[src/rtl/game_core_nxn_if.sv]
// rtl/game_core_nxn_if.sv - bus bundle between cell-decode logic, game core and VGA painter
interface game_core_nxn_if #(
  parameter int N       = 3,
  parameter int SCORE_W = 4
);
  localparam int CELLS = N * N;
  localparam int IDX_W = $clog2(CELLS);

  logic                 start;
  logic                 cell_valid;
  logic [IDX_W-1:0]     cell_idx;
  logic                 restart;
  logic                 clear_scores;
  logic [CELLS-1:0]     board_x;
  logic [CELLS-1:0]     board_o;
  logic                 turn_x;
  logic                 move_ack;
  logic                 move_nack;
  logic                 busy;
  logic [CELLS-1:0]     win_mask;
  logic [SCORE_W-1:0]   x_score;
  logic [SCORE_W-1:0]   o_score;
  logic                 disp_start;
  logic                 disp_win_x;
  logic                 disp_win_o;
  logic                 disp_tie;
  logic [2:0]           state;

  modport master (
    output start, cell_valid, cell_idx, restart, clear_scores,
    input  board_x, board_o, turn_x, move_ack, move_nack, busy, win_mask,
    input  x_score, o_score, disp_start, disp_win_x, disp_win_o, disp_tie, state
  );

  modport slave (
    input  start, cell_valid, cell_idx, restart, clear_scores,
    output board_x, board_o, turn_x, move_ack, move_nack, busy, win_mask,
    output x_score, o_score, disp_start, disp_win_x, disp_win_o, disp_tie, state
  );
endinterface

[src/rtl/game_core_nxn.sv]
// rtl/game_core_nxn.sv - NxN tic-tac-toe engine: board, turn order, line-scan win/tie check, scores
module game_core_nxn #(
  parameter int N       = 3,
  parameter int SCORE_W = 4
) (
  input  logic            clk_100MHz,
  input  logic            reset,
  game_core_nxn_if.slave  bus
);
  localparam int CELLS  = N * N;
  localparam int IDX_W  = $clog2(CELLS);
  localparam int CNT_W  = $clog2(CELLS + 1);
  localparam int NLINES = 2 * N + 2;
  localparam int LINE_W = $clog2(NLINES);

  typedef enum logic [2:0] {
    S_START = 3'd0,
    S_PLAY  = 3'd1,
    S_CHECK = 3'd2,
    S_WIN_X = 3'd3,
    S_WIN_O = 3'd4,
    S_TIE   = 3'd5
  } state_t;

  // Lines 0..N-1 rows, N..2N-1 columns, 2N main diagonal, 2N+1 anti-diagonal.
  function automatic logic [CELLS-1:0] line_mask(input int l);
    logic [CELLS-1:0] m;
    m = '0;
    for (int i = 0; i < N; i++) begin
      if (l < N)           m = m | (CELLS'(1) << (l * N + i));
      else if (l < 2 * N)  m = m | (CELLS'(1) << (i * N + (l - N)));
      else if (l == 2 * N) m = m | (CELLS'(1) << (i * (N + 1)));
      else                 m = m | (CELLS'(1) << ((i + 1) * (N - 1)));
    end
    return m;
  endfunction

  state_t              r_state;
  logic [LINE_W-1:0]   r_line;
  logic [CNT_W-1:0]    r_moves;
  logic [CELLS-1:0]    r_board_x;
  logic [CELLS-1:0]    r_board_o;
  logic [CELLS-1:0]    r_win_mask;
  logic                r_turn_x;
  logic                r_starter_x;
  logic                r_ack;
  logic                r_nack;
  logic [SCORE_W-1:0]  r_x_score;
  logic [SCORE_W-1:0]  r_o_score;

  logic [CELLS-1:0]    w_line_mask;
  logic [CELLS-1:0]    w_mover;
  logic [CELLS-1:0]    w_cell_bit;
  logic                w_line_full;
  logic                w_idx_ok;
  logic                w_occupied;
  logic                w_last_line;
  logic                w_board_full;
  logic                w_win;
  logic                w_x_inc;
  logic                w_o_inc;

  always_comb begin
    w_line_mask = '0;
    for (int l = 0; l < NLINES; l++) begin
      if (r_line == LINE_W'(l)) w_line_mask = line_mask(l);
    end
  end

  assign w_mover      = r_turn_x ? r_board_x : r_board_o;
  assign w_line_full  = ((w_mover & w_line_mask) == w_line_mask);
  assign w_idx_ok     = ({1'b0, bus.cell_idx} < (IDX_W + 1)'(CELLS));
  assign w_cell_bit   = CELLS'(1) << bus.cell_idx;
  assign w_occupied   = |((r_board_x | r_board_o) & w_cell_bit);
  assign w_last_line  = (r_line == LINE_W'(2 * N + 1));
  assign w_board_full = (r_moves == CNT_W'(CELLS));
  // A restart in CHECK aborts the scan, so it also suppresses the score bump.
  assign w_win        = (r_state == S_CHECK) && !bus.restart && w_line_full;
  assign w_x_inc      = w_win && r_turn_x;
  assign w_o_inc      = w_win && !r_turn_x;

  always_ff @(posedge clk_100MHz or negedge reset) begin
    if (!reset) begin
      r_state     <= S_START;
      r_line      <= '0;
      r_moves     <= '0;
      r_board_x   <= '0;
      r_board_o   <= '0;
      r_win_mask  <= '0;
      r_turn_x    <= 1'b1;
      r_starter_x <= 1'b1;
      r_ack       <= 1'b0;
      r_nack      <= 1'b0;
    end else begin
      r_ack  <= 1'b0;
      r_nack <= 1'b0;
      if (r_state == S_START) begin
        if (bus.start || bus.restart) begin
          r_state   <= S_PLAY;
          r_board_x <= '0;
          r_board_o <= '0;
        end
      end else if (bus.restart) begin
        r_state     <= S_PLAY;
        r_board_x   <= '0;
        r_board_o   <= '0;
        r_win_mask  <= '0;
        r_moves     <= '0;
        r_line      <= '0;
        r_starter_x <= !r_starter_x;
        r_turn_x    <= !r_starter_x;
      end else begin
        case (r_state)
          S_PLAY: begin
            if (bus.cell_valid) begin
              if (!w_idx_ok || w_occupied) begin
                r_nack <= 1'b1;
              end else begin
                if (r_turn_x) r_board_x <= r_board_x | w_cell_bit;
                else          r_board_o <= r_board_o | w_cell_bit;
                r_moves <= r_moves + CNT_W'(1);
                r_ack   <= 1'b1;
                r_line  <= '0;
                r_state <= S_CHECK;
              end
            end
          end
          S_CHECK: begin
            r_nack <= bus.cell_valid;
            if (w_line_full) begin
              r_win_mask <= w_line_mask;
              r_state    <= r_turn_x ? S_WIN_X : S_WIN_O;
            end else if (w_last_line) begin
              if (w_board_full) begin
                r_state <= S_TIE;
              end else begin
                r_turn_x <= !r_turn_x;
                r_state  <= S_PLAY;
              end
            end else begin
              r_line <= r_line + LINE_W'(1);
            end
          end
          default: ;
        endcase
      end
    end
  end

  always_ff @(posedge clk_100MHz or negedge reset) begin
    if (!reset) begin
      r_x_score <= '0;
      r_o_score <= '0;
    end else if (bus.clear_scores) begin
      r_x_score <= '0;
      r_o_score <= '0;
    end else begin
      if (w_x_inc && (r_x_score != {SCORE_W{1'b1}})) r_x_score <= r_x_score + SCORE_W'(1);
      if (w_o_inc && (r_o_score != {SCORE_W{1'b1}})) r_o_score <= r_o_score + SCORE_W'(1);
    end
  end

  assign bus.board_x    = r_board_x;
  assign bus.board_o    = r_board_o;
  assign bus.win_mask   = r_win_mask;
  assign bus.turn_x     = r_turn_x;
  assign bus.move_ack   = r_ack;
  assign bus.move_nack  = r_nack;
  assign bus.x_score    = r_x_score;
  assign bus.o_score    = r_o_score;
  assign bus.state      = r_state;
  assign bus.busy       = (r_state == S_CHECK);
  assign bus.disp_start = (r_state == S_START);
  assign bus.disp_win_x = (r_state == S_WIN_X);
  assign bus.disp_win_o = (r_state == S_WIN_O);
  assign bus.disp_tie   = (r_state == S_TIE);
endmodule

[src/flat_wrapper.sv]
// flat-port wrapper written by rule: the top's interface ports become plain ports
module game_core_nxn_flat 
#(
  parameter int N       = 3,
  parameter int SCORE_W = 4
)
  (clk_100MHz, reset, bus_start, bus_cell_valid, bus_cell_idx, bus_restart, bus_clear_scores, bus_board_x, bus_board_o, bus_turn_x, bus_move_ack, bus_move_nack, bus_busy, bus_win_mask, bus_x_score, bus_o_score, bus_disp_start, bus_disp_win_x, bus_disp_win_o, bus_disp_tie, bus_state);
  game_core_nxn_if #(.N(N), .SCORE_W(SCORE_W)) bus_i ();
  input  logic clk_100MHz;
  input  logic reset;
  input wire logic [$bits(bus_i.start)-1:0] bus_start;
  input wire logic [$bits(bus_i.cell_valid)-1:0] bus_cell_valid;
  input wire logic [$bits(bus_i.cell_idx)-1:0] bus_cell_idx;
  input wire logic [$bits(bus_i.restart)-1:0] bus_restart;
  input wire logic [$bits(bus_i.clear_scores)-1:0] bus_clear_scores;
  output wire logic [$bits(bus_i.board_x)-1:0] bus_board_x;
  output wire logic [$bits(bus_i.board_o)-1:0] bus_board_o;
  output wire logic [$bits(bus_i.turn_x)-1:0] bus_turn_x;
  output wire logic [$bits(bus_i.move_ack)-1:0] bus_move_ack;
  output wire logic [$bits(bus_i.move_nack)-1:0] bus_move_nack;
  output wire logic [$bits(bus_i.busy)-1:0] bus_busy;
  output wire logic [$bits(bus_i.win_mask)-1:0] bus_win_mask;
  output wire logic [$bits(bus_i.x_score)-1:0] bus_x_score;
  output wire logic [$bits(bus_i.o_score)-1:0] bus_o_score;
  output wire logic [$bits(bus_i.disp_start)-1:0] bus_disp_start;
  output wire logic [$bits(bus_i.disp_win_x)-1:0] bus_disp_win_x;
  output wire logic [$bits(bus_i.disp_win_o)-1:0] bus_disp_win_o;
  output wire logic [$bits(bus_i.disp_tie)-1:0] bus_disp_tie;
  output wire logic [$bits(bus_i.state)-1:0] bus_state;
  assign bus_i.start = bus_start;
  assign bus_i.cell_valid = bus_cell_valid;
  assign bus_i.cell_idx = bus_cell_idx;
  assign bus_i.restart = bus_restart;
  assign bus_i.clear_scores = bus_clear_scores;
  assign bus_board_x = bus_i.board_x;
  assign bus_board_o = bus_i.board_o;
  assign bus_turn_x = bus_i.turn_x;
  assign bus_move_ack = bus_i.move_ack;
  assign bus_move_nack = bus_i.move_nack;
  assign bus_busy = bus_i.busy;
  assign bus_win_mask = bus_i.win_mask;
  assign bus_x_score = bus_i.x_score;
  assign bus_o_score = bus_i.o_score;
  assign bus_disp_start = bus_i.disp_start;
  assign bus_disp_win_x = bus_i.disp_win_x;
  assign bus_disp_win_o = bus_i.disp_win_o;
  assign bus_disp_tie = bus_i.disp_tie;
  assign bus_state = bus_i.state;
  game_core_nxn #(.N(N), .SCORE_W(SCORE_W)) u_core (.clk_100MHz(clk_100MHz), .reset(reset), .bus(bus_i));
endmodule
[config.mk]
export PLATFORM = sky130hd
export DESIGN_NAME = game_core_nxn_flat
export DESIGN_NICKNAME = d
export VERILOG_FILES = /design/src/rtl/game_core_nxn_if.sv /design/src/rtl/game_core_nxn.sv /design/src/flat_wrapper.sv
export SDC_FILE = /design/constraint.sdc
export NUM_CORES = 1
export LEC_CHECK = 0
export CAP_MARGIN = 20
export CORE_AREA = 4 4 104 106
export DETAILED_ROUTE_END_ITERATION = 12
export DIE_AREA = 0 0 108 110
export PLACE_DENSITY_LB_ADDON = 0.3
export SYNTH_ARGS = -nofsm -noshare
export SYNTH_HDL_FRONTEND = slang
export SYNTH_SLANG_ARGS = --single-unit
[constraint.sdc]
create_clock -name clk_100MHz -period 4.07 [get_ports clk_100MHz]
set_clock_uncertainty 0.05 [all_clocks]
set_input_delay 0.6105 -clock clk_100MHz [delete_from_list [all_inputs] [get_ports clk_100MHz]]
set_output_delay 0.6105 -clock clk_100MHz [all_outputs]
set_load 0.02 [all_outputs]
* Yosys cells after proc, flatten, opt, wreduce, memory -nomap -nowiden
Cells that the tools add are included.
** Operators by class
- $add $sub $neg :: 4
- Multipliers :: 0
- Div/mod/pow operators :: 0
- $lt $le $gt $ge :: 1
- Equality and inequality tests :: 29
- Shifts and indexed selects :: 1
- Multiplexer cells :: 64
- Bitwise operators :: 6
- Reduce and logical (&&, ||, !) cells :: 35
** Operator list (count)
- two-way mux 9 bit :: 24
- two-way mux 3 bit :: 15
- two-way mux 4 bit :: 8
- bitwise OR 9 bit :: 3
- AND reduction 5 bit :: 4
- AND 9 bit :: 2
- equality test 3 bit (second input constant) :: 6
- != test 3 bit (second input constant) :: 6
- != test 4 bit (second input constant) :: 4
- two-way mux 1 bit :: 14
- nonzero test 2 bit :: 7
- adder 4 x 1 -> 4 bit (second input constant) :: 3
- equality test 3 x 2 -> 1 bit (second input constant) :: 4
- case mux 3 bit (2 select lines) :: 2
- nonzero test 3 bit :: 4
- equality test 9 bit :: 1
- OR reduction 9 bit :: 1
- << shifter 1 x 4 -> 9 bit (first input constant) :: 1
- equality test 3 x 1 -> 1 bit (second input constant) :: 2
- logical AND 1 bit :: 6
- zero test 3 bit :: 2
- != test 2 bit (second input constant) :: 3
- AND reduction 6 bit :: 1
- != test 5 x 2 -> 1 bit (second input constant) :: 1
- 12 further kinds :: 16
** Word-level totals
- Bits in registers :: 49
- Latch bits :: 0
- Memory bits (writable) :: 0
- Memory bits (read-only) :: 0
- Input bits :: 10
- Output and inout bits :: 46
- Logic and storage cells :: 152
- Memories :: 0

* Depth between registers and ports, before layout
- Depth in word-level cells :: 16
- Depth in mapped cells :: 12
- Mapped depth without buffers :: 9

* Worst setup path before layout
No wires, ideal clock.
- Path kind :: register to register
- From :: register u_core.r_line[0]
- To :: register u_core.r_x_score[2] (netlist: u_core.bus.x_score[2])
- Setup time :: 127 ps
- Arrival time :: 2628 ps
- Data required time :: 3893 ps
- Slack :: 1265 ps
- Stages on the path, launching flop included :: 12
- Buffers on the path :: 2
- Clock period less this slack :: 2805 ps
- Cell sequence :: dfrtp_1 -> ha_1 -> ha_1 -> nor3b_2 -> a221oi_1 -> o32ai_1 -> a221oi_4 -> and2_1 -> buf_6 -> buf_6 -> nand4_1 -> mux2_1
** Between the ends
- Word-level cells in the longest chain between the ends :: 15
- Elaborated cells between the ends (all ways) :: 22
- Classes of those cells :: eq/ne (8); mux (8); bitwise (1); reduce/logical (5)
** Ends and longest elaborated chain
- start: declaration :: RTL line game_core_nxn.sv:39 : logic [LINE_W-1:0] r_line;
- start signal: assignment :: RTL line game_core_nxn.sv:141 : r_line <= r_line + LINE_W'(1);
- zero test 3 bit :: RTL line game_core_nxn.sv:66 : if (r_line == LINE_W'(l)) w_line_mask = line_mask(l);
- two-way mux 3 bit :: RTL line game_core_nxn.sv:66
- two-way mux 9 bit (6 in series) :: RTL line game_core_nxn.sv:66
- two-way mux 9 bit (*) :: RTL line game_core_nxn.sv:66
- AND 9 bit :: RTL line game_core_nxn.sv:71 : assign w_line_full = ((w_mover & w_line_mask) == w_line_mask);
- equality test 9 bit (*) :: RTL line game_core_nxn.sv:71
- logical AND 1 bit (*) :: RTL line game_core_nxn.sv:78 : assign w_win = (r_state == S_CHECK) && !bus.restart && w_line_full;
- logical AND 1 bit (*) :: RTL line game_core_nxn.sv:79 : assign w_x_inc = w_win && r_turn_x;
- logical AND 1 bit (*) :: RTL line game_core_nxn.sv:158 : if (w_x_inc && (r_x_score != {SCORE_W{1'b1}})) r_x_score <= r_x_score + SCORE_W'(1);
- nonzero test 2 bit (no source line) (*)
- end signal: assignment :: RTL line game_core_nxn.sv:158
- end: declaration :: RTL line game_core_nxn.sv:48 : logic [SCORE_W-1:0] r_x_score;
Mark *: on every way between the ends. The rest lies on a longest branch, timed or not.
A chain may end at the register's enable or synchronous reset.

* Worst setup path in the final report
- From :: register u_core.r_line[2]
- To :: register u_core.r_win_mask[2] (netlist: u_core.bus.win_mask[2])
** Between the ends
- Word-level cells in the longest chain between the ends :: 13
- Elaborated cells between the ends (all ways) :: 23
- Classes of those cells :: eq/ne (8); mux (11); bitwise (1); reduce/logical (3)
** Ends and longest elaborated chain
- zero test 3 bit :: RTL line game_core_nxn.sv:66
- two-way mux 3 bit :: RTL line game_core_nxn.sv:66
- two-way mux 9 bit (6 in series) :: RTL line game_core_nxn.sv:66
- two-way mux 9 bit (*) :: RTL line game_core_nxn.sv:66
- AND 9 bit :: RTL line game_core_nxn.sv:71
- equality test 9 bit :: RTL line game_core_nxn.sv:71
- nonzero test 2 bit (no source line)
- AND reduction 3 bit (no source line)
- end signal: assignment :: RTL line game_core_nxn.sv:131 : r_win_mask <= w_line_mask;
- end: declaration :: RTL line game_core_nxn.sv:43 : logic [CELLS-1:0] r_win_mask;
Mark *: on every way between the ends. The rest lies on a longest branch, timed or not. The select of a mux whose other input is x is not followed.

==> impl_metrics.tcl <==
set metrics [dict create \
    layout_min_cycle_time_ns 3.461 \
    synth_top_area_share 0.4005 \
    synthCells 305 \
    cp-start-kind "flip-flop" \
    synthXorXnorAreaFrac 0.02088 \
    synth_cell_type_count 64 \
    cts.root.buffer_cell "sky130_fd_sc_hd__clkbuf_8" \
    grt_pass1_vias 2553 \
    layout-drive-gt1-share 0.09192 \
    power-per-cell-area_nw_per_um2 332.6 \
    yosys_warnings 0 \
    hold_viol 0 \
    run_status "finished, final reports clean" \
    first_pass_iters 4 \
    detail-route-antenna-nets 0 \
    sequential_share_of_the_synthesized_area 0.4184 \
    finish.cell_count_without_fillers 492 \
    main_combinational_cell_family_by_area_after_synthesis "compound AO/OA/AOI/OAI gates" \
    n_antenna_cell 0 \
    ys.flop_type "sky130_fd_sc_hd__dfrtp_1" \
    setup_viol 0 \
    totalWireLength_mm 8.144 \
    setup.worst_path.start "u_core.r_line[2]" \
    portBuffers 55 \
    tightest_slew_ns 0.5808 \
    worst_ep_required_time_ns 4.22 \
    netlist_area_um2 2937 \
    grt_max_degree 30 \
    dpl.cell_count 484 \
    final_weighted_congestion_in_routability_driven_placement 0.8085 \
    synthAdderAreaFrac 0.05113 \
    finish.net_count 380 \
    share_of_cell_area_taken_by_muxes_after_synthesis 0.04389 \
    critPathArrivalTime_ns 3.61 \
    slew_headroom 0.6087 \
    crit_path_end "u_core.bus.win_mask[2]" \
    detailroute.via_count 2586 \
    timing.critical_path.slowest_cell_delay_ns 0.61 \
    die-width_um 108 \
    static-leakage-power_nw 1.534 \
    postCtsSetupRepairBufs 0 \
    drtIter0Drc 184 \
    cap_violations 0 \
    hold_buffers 0 \
    areaGrowthSynthToFinish_pct 26.84 \
    vdd_ir_drop_max_mv 0.1716 \
    synth-seq-cells 49 \
    path_type_of_the_worst_setup_path "flip-flop to flip-flop" \
    rsz0062_at_grt "no" \
    cts-root-to-sink-buffers 2 \
    async_s_r_ff_share_synth 1.000 \
    floorplan.initialDensity 0.3004 \
    timing.critical_path.slowest_stage_cell "sky130_fd_sc_hd__dfrtp_1" \
    worst-r2r-cell-count 8 \
    cts_repair_resize_count 0 \
    worst_setup_hold_path_clk_slew_ns 0.10 \
    cts_num_sinks 49 \
    synthTopCellsByArea "sky130_fd_sc_hd__dfrtp_1 40%, sky130_fd_sc_hd__nor2_1 5.4%, sky130_fd_sc_hd__ha_1 5.1%" \
    die_area_um2 11880 \
    max_freq_ghz 0.2889 \
    grt.overflow.total 0 \
    yosysTopAreaCell "sky130_fd_sc_hd__dfrtp_1" \
    final.fill_count 981 \
    finalCritPeriodShare 0.8504 \
    post_synth.cell_area_avg_um2 9.628 \
    routedWlPerCell_um 16.55 \
    setup_tns_ns 0 \
    floorplan.die.height_um 110 \
    h_tree_level_count 2 \
    rows 36 \
    min_path_type "input port to asynchronous set/reset pin" \
    cts_made_buffers 5 \
    critical_path.reg2reg.endpoint "u_core.bus.win_mask[2]" \
    core_area_um2 9774 \
    timing.critical_path.to_type "flip-flop" \
    pin_count 56 \
    multi_input_comb_area_um2 1568 \
    grtUsageTotal 0.1425 \
    worstSkewPairLatency_ns 0.31 \
    setup.reg_to_reg.worst_slack_ns 0.61 \
    maxSlewViolCount 0 \
    number_of_nets_in_the_synthesized_netlist 327 \
    grt_pass1_wl_mm 13.37 \
    crit_path_max_fanout 18 \
    edff_count_synth 0 \
    vias_per_cell 5.256 \
    ff_latch_area_um2 1229 \
    list_of_cells_traversed_by_the_critical_path "ha_1 -> nand2b_1 -> o22a_1 -> o2111ai_1 -> a221oi_4 -> and2_1 -> a21oi_2 -> a221o_1" \
    post-route-drc-count 0 \
    fraction_of_the_mapped_netlist_area_in_compound_gates 0.2126 \
    hpwlAfterDp_mm 6.155 \
    launch_point_of_the_worst_reg_to_reg_path "u_core.r_line[2]" \
    cts_tree "built" \
    post_synth_and_or_nand_nor_area_fraction 0.2054 \
    antenna_found_initial 0 \
]
-- per-stage QoR --
stage	util	hold WS, ns	power, mW	setup slack [ns]	instance area [µm²]
6_report	0.3811	0.1932	1.239	0.6088	3725
5_1_grt	0.3811	0.2237	1.305	0.3441	3725
4_1_cts	0.3811	0.2112	1.251	0.6421	3725
3_5_place_dp	0.3697	0.4645	0.8911	0.6694	3613
3_3_place_gp	0.3697	0.4675	0.8929	0.7278	3613
2_1_floorplan	-	0.2649	0.7652	1.265	2937
-- synthesized netlist by cell type, types with 7 or more instances --
cell                        n
sky130_fd_sc_hd__a21oi_1   11
sky130_fd_sc_hd__nand2_1   12
sky130_fd_sc_hd__dfrtp_1   47
sky130_fd_sc_hd__inv_1     14
sky130_fd_sc_hd__nor3_1    15
sky130_fd_sc_hd__a31oi_1   11
sky130_fd_sc_hd__nor2_1    42
sky130_fd_sc_hd__ha_1      12
sky130_fd_sc_hd__nand4_1    7
sky130_fd_sc_hd__o21ai_0    8
sky130_fd_sc_hd__clkbuf_1   7
-- how the worst min path moves through the flow --
stage	start	to	depth (start not counted)
floorplan	reset	u_core.bus.board_o[0]	0
detailed placement	u_core.bus.win_mask[0]	u_core.bus.win_mask[0]	1
global placement	u_core.r_starter_x	u_core.r_starter_x	1
CTS	reset	u_core.bus.board_o[4]	1
global route	reset	u_core.bus.board_o[4]	1
finish	reset	u_core.bus.board_x[4]	1
-- final cells by class --
type                    count  share of cell area
clock buffers               6             0.01948
clock inverters             2             0.01041
inverters                  14             0.01411
multi-input cells         226              0.4209
flip-flops and latches     49              0.3299
well taps                 133             0.04468
repair buffers             62              0.1606
-- critical path, delay by kind of cell (launching register included) --
family | cells | cell delay (ns)
AOI/OAI and AO/OA | 5 | 1.37
and+or+nand+nor | 2 | 0.71
DFF | 1 | 0.61
adders and majority gates | 1 | 0.61
-- logic make-up (layout without fill, tap and decap cells) --
| logic type | Yosys count | count (layout) |
|---|---|---|
| adder cells (fa/ha/maj) | 12 | 12 |
| XOR/XNOR | 7 | 7 |
| multiplexers | 12 | 12 |
| AO/OA/AOI/OAI | 79 | 79 |
| flip-flops | 49 | 49 |
| buffers and inverters | 30 | 84 |
| AND/OR/NAND/NOR | 116 | 116 |
-- state kept, by name (all words and copies together) (netlist names), 3 cells and up --
register             flops
u_core.bus.x_score       4
u_core.r_moves           4
u_core.bus.board_o       9
u_core.bus.state         3
u_core.bus.board_x       9
u_core.r_line            3
u_core.bus.o_score       4
u_core.bus.win_mask      9
-- layer usage --
layer,GRT usage,vias to the layer above,part of all wire
met5,0,-,0
met4,0.03156,0,0.0058
met3,0.02737,4,0.052
met2,0.2407,72,0.49
met1,0.1905,1270,0.45
li1,-,1240,-
-- cell usage in the layout (no fill, tap or decap), types with 6 or more instances in the layout --
cell                              instances
sky130_fd_sc_hd__a21oi_1                 11
sky130_fd_sc_hd__mux2_2                   6
sky130_fd_sc_hd__dfrtp_1                 47
sky130_fd_sc_hd__o21ai_0                  8
sky130_fd_sc_hd__clkdlybuf4s50_1         54
sky130_fd_sc_hd__ha_1                    12
sky130_fd_sc_hd__nand4_1                  7
sky130_fd_sc_hd__nand3_1                  6
sky130_fd_sc_hd__nand2_1                 12
sky130_fd_sc_hd__nor3_1                  15
sky130_fd_sc_hd__o2bb2ai_1                6
sky130_fd_sc_hd__a31oi_1                 11
sky130_fd_sc_hd__nor2_1                  42
sky130_fd_sc_hd__buf_4                    7
sky130_fd_sc_hd__inv_1                   14
-- where the power goes --
group | switching, mW | internal [mW] | leakage [nW]
Sequential | 0.0570 | 0.519 | 0.668
Clock | 0.174 | 0.185 | 0.0554
Combinational | 0.178 | 0.126 | 0.810
Total | 0.409 | 0.830 | 1.53
(Power assumes the default switching activity.)
